**src/rtl/commit_trace_fifo.sv**
```systemverilog
// commit_trace_fifo: FWFT capture of retired register-write records with sequence tags and drop accounting.
// Optional COMMIT_TRACE_X0_FILTER_EN: commits writing x0 are ignored entirely.
module commit_trace_fifo #(
  parameter int DEPTH  = 16,
  parameter int DROP_W = 16
) (
  input  logic                     clk,
  input  logic                     reset,
  input  logic                     clear,
  input  logic                     commit_valid,
  input  logic [31:0]              commit_pc,
  input  logic [4:0]               commit_rd,
  input  logic [31:0]              commit_data,
  output logic                     out_valid,
  input  logic                     out_ready,
  output logic [31:0]              out_pc,
  output logic [4:0]               out_rd,
  output logic [31:0]              out_data,
  output logic [31:0]              out_seq,
  output logic [$clog2(DEPTH):0]   level,
  output logic                     overflow,
  output logic [DROP_W-1:0]        drop_count
);
  localparam int AW = $clog2(DEPTH);
  typedef struct packed {
    logic [31:0] pc;
    logic [4:0]  rd;
    logic [31:0] data;
    logic [31:0] seq;
  } rec_t;
  rec_t        mem [DEPTH];
  rec_t        head;
  logic [AW:0] wptr, rptr;
  logic [31:0] seq_ctr;
  logic        full, empty, eligible, pop, push, drop;
`ifdef COMMIT_TRACE_X0_FILTER_EN
  assign eligible = commit_valid && (commit_rd != 5'd0);
`else
  assign eligible = commit_valid;
`endif
  assign empty = (wptr == rptr);
  assign full  = (wptr[AW-1:0] == rptr[AW-1:0]) && (wptr[AW] != rptr[AW]);
  assign out_valid = !empty;
  assign pop   = out_valid && out_ready;
  assign push  = eligible && (!full || pop);
  assign drop  = eligible && full && !pop;
  assign level = wptr - rptr;
  assign head  = mem[rptr[AW-1:0]];
  // Fields read as zero while empty so reset and clear present a clean bus.
  always_comb begin
    out_pc   = out_valid ? head.pc   : 32'd0;
    out_rd   = out_valid ? head.rd   : 5'd0;
    out_data = out_valid ? head.data : 32'd0;
    out_seq  = out_valid ? head.seq  : 32'd0;
  end
  always_ff @(posedge clk) begin
    if (push && !clear) mem[wptr[AW-1:0]] <= {commit_pc, commit_rd, commit_data, seq_ctr};
  end
  always_ff @(posedge clk or posedge reset) begin
    if (reset) begin
      wptr       <= '0;
      rptr       <= '0;
      seq_ctr    <= '0;
      overflow   <= 1'b0;
      drop_count <= '0;
    end else if (clear) begin
      wptr       <= '0;
      rptr       <= '0;
      seq_ctr    <= '0;
      overflow   <= 1'b0;
      drop_count <= '0;
    end else begin
      if (push) begin
        wptr    <= wptr + (AW+1)'(1);
        seq_ctr <= seq_ctr + 32'd1;
      end
      if (pop) rptr <= rptr + (AW+1)'(1);
      if (drop) begin
        overflow <= 1'b1;
        if (drop_count != '1) drop_count <= drop_count + DROP_W'(1);
      end
    end
  end
endmodule
```
**config.mk**
```make
export PLATFORM = sky130hd
export DESIGN_NAME = commit_trace_fifo
export DESIGN_NICKNAME = d
export VERILOG_FILES = /design/src/rtl/commit_trace_fifo.sv
export SDC_FILE = /design/constraint.sdc
export NUM_CORES = 2
export LEC_CHECK = 0
export ABC_AREA = 1
export BUFFER_PORTS_ARGS = -buffer_cell sky130_fd_sc_hd__buf_2
export CAP_MARGIN = 20
export CORE_ASPECT_RATIO = 1.75
export CORE_MARGIN = 8
export CORE_UTILIZATION = 29
export CTS_BUF_LIST = sky130_fd_sc_hd__clkbuf_4
export CTS_CLUSTER_DIAMETER = 100
export DETAILED_ROUTE_END_ITERATION = 10
export PLACE_DENSITY_LB_ADDON = 0.25
export SYNTH_ARGS = -nofsm -noshare
export SYNTH_HDL_FRONTEND = slang
export SYNTH_SLANG_ARGS = --single-unit
```
**constraint.sdc**
```tcl
create_clock -name clk -period 13.19 [get_ports clk]
set_input_delay 1.319 -clock clk [delete_from_list [all_inputs] [get_ports clk]]
set_output_delay 1.319 -clock clk [all_outputs]
set_load 0.02 [all_outputs]
```
==> metrics.md <==
| Metric | Value |
|---|---|
| Clock transition at the registers of the reported paths | `around 0.070 ns` |
| Setup Skew | `~0.12 ns` |
| CTS Buffer Depth | `4` |
| CTS tree | `built` |
| RSZ-0062 raised after global routing | `no` |
| I/O Pins | `198` |
| Critical Path End Type | `output pin` |
| Crit share post-route | `0.586` |
| Synth area leaders | `edfxtp_1, nor2_1, nand2_1` |
| Final ANT Viol Nets | `0` |
| Hold slack final | `0.458 ns` |
| Placed Cells | `around 9100` |
| Drt first pass iters | `5` |
| Crit start category | `flop` |
| Routed length per instance | `between 20 and 25 um` |
| Routability cong. | `a little over 0.8` |
| Filler Cell Count | `roughly 24000` |
| Core box area | `around 240000 um2` |
| Gr busiest metal | `met2` |
| Largest net degree at the start of global routing | `between 200 and 250` |
| Max VDD drop | `around 130 uV` |
| Critical Path RT | `11.87 ns` |
| Final setup viols | `0` |
| Met3 Use GR | `0.0242` |
| Starting Density | `0.291` |
| Clk sinks | `about 1700` |
| Ys Warns | `0` |
| Final-report max-slew violation count | `0` |
| Largest family of logic cells by synthesized area | `simple AND/OR/NAND/NOR gates` |
| Core Util, Final | `0.329` |
| Area growth syn-to-layout | `13.0%` |
| Syn Nets | `between 6000 and 7000` |
| #FFs+latches synth | `roughly 1700` |
| Nets | `6510` |
| Die height | `~660 um` |
| Post-synthesis compound-gate area fraction | `0.0704` |
| PD cells | `173 nW/um2` |
| Die area | `254000 um2` |
| Min cycle time layout | `7.73 ns` |
| Hold_sp | `clear` |
| Post-synthesis async set-or-reset flop share | `0.0352` |
| Vias in the first global route | `approximately 48000` |
| Final hold violations | `0` |
| TNS Setup | `0 ns` |
| Synth Area per Inst | `roughly 11 um2` |
| Cells after Synth | `approximately 6100` |
| Worst Path Max Fanout | `between 150 and 200` |
| Worst-Skew Late Latency | `~1.2 ns` |
| PortBufs | `approximately 200` |
| Synth area leader | `edfxtp_1` |
| Total wire length | `about 210000 um` |
| Synth Area in Adders | `0.00228` |
| Tot Pwr | `between 10 and 15 mW` |
| Grt ovf | `0` |
| Row Count | `~240` |
| Worst Path Class, Setup | `reg -> out` |
| Ys flop type | `edfxtp_1` |
| Post-synthesis xor/xnor area fraction | `0.00152` |
| R2R Path Start | `rptr[0]` |
| Distinct cells, synth | `30` |
| Initial antenna violation count | `32` |
| Total Routing Usage GR | `0.163` |
| Worst Tran Pin Value | `roughly 1.1 ns` |
| Register area share after synthesis | `0.725` |
| Max transition margin | `0.249` |
| First-pass GRT wire length | `312000 um` |
| Starting DRT DRC Count | `approximately 3500` |
| Post-CTS setup buffer count | `0` |
| H-tree depth | `5` |
| Crit path from | `rptr[0]` |
| Layout cells sized above 1 | `0.149` |
| Crit path DAT | `around 6.4 ns` |
| Hold crit path type | `in -> reg` |
| Grt met1 use | `0.196` |
| Met2 usage | `0.296` |
| Outcome | `finished, final reports clean` |
| Post-Synth Simple-Gate Area | `0.160` |
| Die Span X | `approximately 380 um` |
| Detailed placement HPWL | `108000 um` |
| Vias/cell | `approximately 4.8` |
| Max cap viols | `0` |
| Top-area cell type share of the netlist area | `0.703` |
| Netlist Area Pre-Place | `69000 um2` |
| Residual DRC | `0` |
| Max Clk Rate | `approximately 130 MHz` |
| Total CTS buffers | `about 400` |
| Final non-filler cell total | `between 9000 and 10000` |
| Leak | `between 20 and 30 nW` |
| DR vias | `between 40000 and 50000` |
| CTS Root Cell | `clkbuf_4` |
| Mux cell area share after synthesis | `0.000145` |
| Number of synthesized flops with an enable pin | `1616` |
[stage by stage]
step,area [um2],setup slack [ns]
2_1_floorplan,69000,3.55
3_3_place_gp,73000,6.67
3_5_place_dp,73000,6.66
4_1_cts,77900,5.39
5_1_grt,77900,5.06
6_report,77900,5.46
[repair_timing]
action                    4_1_cts  5_1_grt
gates resized for setup         0        0
hold endpoints to repair        5        0
hold buffers                    1        0
[worst max-delay path, stage by stage, from the launching register on]
cell and delay [ns]:
dfrtp_4 1.07, buf_4 0.79, buf_12 0.55, buf_4 0.88
o21ai_0 0.22, o21ai_1 0.18, nand2_1 0.06, nand2_1 0.11
inv_2 0.03, a21oi_1 0.52, buf_2 0.28
[path summary, 6_finish.rpt]
path / to / slack (ns) / cells past startpoint
max: out_seq[13] / 5.46 / 10
min: overflow / 0.46 / 2
max reg2reg: mem[14][8] / 6.82 / 11
min reg2reg: overflow / 0.50 / 2
max in group asynchronous: rptr[0] / 11.34 / 4
min in group asynchronous: drop_count[1] / 0.56 / 3
[layout by cell type (no fill, tap or decap), types with 3 or more instances in the layout]
| cell type | n |
|---|---|
| a21oi_1 | 106 |
| a21oi_2 | 6 |
| buf_12 | 10 |
| buf_2 | 197 |
| buf_4 | 68 |
| bufinv_16 | 3 |
| clkbuf_4 | 583 |
| clkinv_1 | 79 |
| clkinv_2 | 16 |
| clkinvlp_4 | 3 |
| dfrtp_1 | 56 |
| dfrtp_4 | 3 |
| diode_2 | 15 |
| edfxtp_1 | 1616 |
| ha_1 | 11 |
| inv_1 | 195 |
| inv_2 | 85 |
| inv_6 | 4 |
| nand2_1 | 804 |
| nand3_1 | 341 |
| nand4_1 | 18 |
| nor2_1 | 1616 |
| nor2_4 | 14 |
| nor3_1 | 7 |
| nor3_2 | 3 |
| o21ai_0 | 504 |
| o21ai_1 | 343 |
| o21bai_1 | 4 |
| xnor2_1 | 3 |
| xor2_1 | 9 |
[cell families (layout without fill, tap and decap cells)]
| kind of cell | after synthesis | count (layout) |
|---|---|---|
| DFF | 1675 | 1675 |
| adders and majority gates | 12 | 12 |
| AOI/OAI and AO/OA | 964 | 964 |
| other | 0 | 15 |
| and+or+nand+nor | 2808 | 2808 |
| muxes | 1 | 1 |
| xor gates and xnor gates | 12 | 12 |
| buffers and inverters | 622 | 1248 |
[per-layer routing]
metal	up-vias	part of all wire
li1	21800	-
met1	23300	0.41
met2	1335	0.51
met3	460	0.046
met4	6	0.030
met5	-	0.00016
[flip-flops by register name, indices dropped and copies added, names as in the netlist]
signal      cells
seq_ctr        32
drop_count     16
wptr            5
rptr            5
overflow        1
mem          1616
[Yosys cell counts, types with 10 or more instances]
cell,count
nand3_1,341
a21oi_1,106
buf_4,43
o21ai_1,343
ha_1,11
nor2_1,1630
inv_1,198
clkbuf_1,161
nand2_1,804
edfxtp_1,1616
buf_6,30
nand4_1,18
nor3_1,10
dfrtp_1,59
o21ai_0,504
buf_1,43
inv_2,79
buf_2,67
[power by group]
part,leakage (nW),switching [mW],internal (mW)
clock network,2.96,2.07,2.08
registers,15.9,0.0634,5.84
logic,9.23,2.51,0.926
[final cells by class]
class                      count  area [um2]  area share
timing repair buffer         276        1710      0.0219
clock inverter               112         541     0.00694
clock buffer                 583        4380      0.0562
sequential                  1675       50000       0.642
antenna                       15        37.5    0.000482
multi-input combinational   3797       16300       0.209
inverter                     277        1070      0.0138
tap                         3107        3890      0.0499
Note: power is estimated with default switching activity, not from simulation.
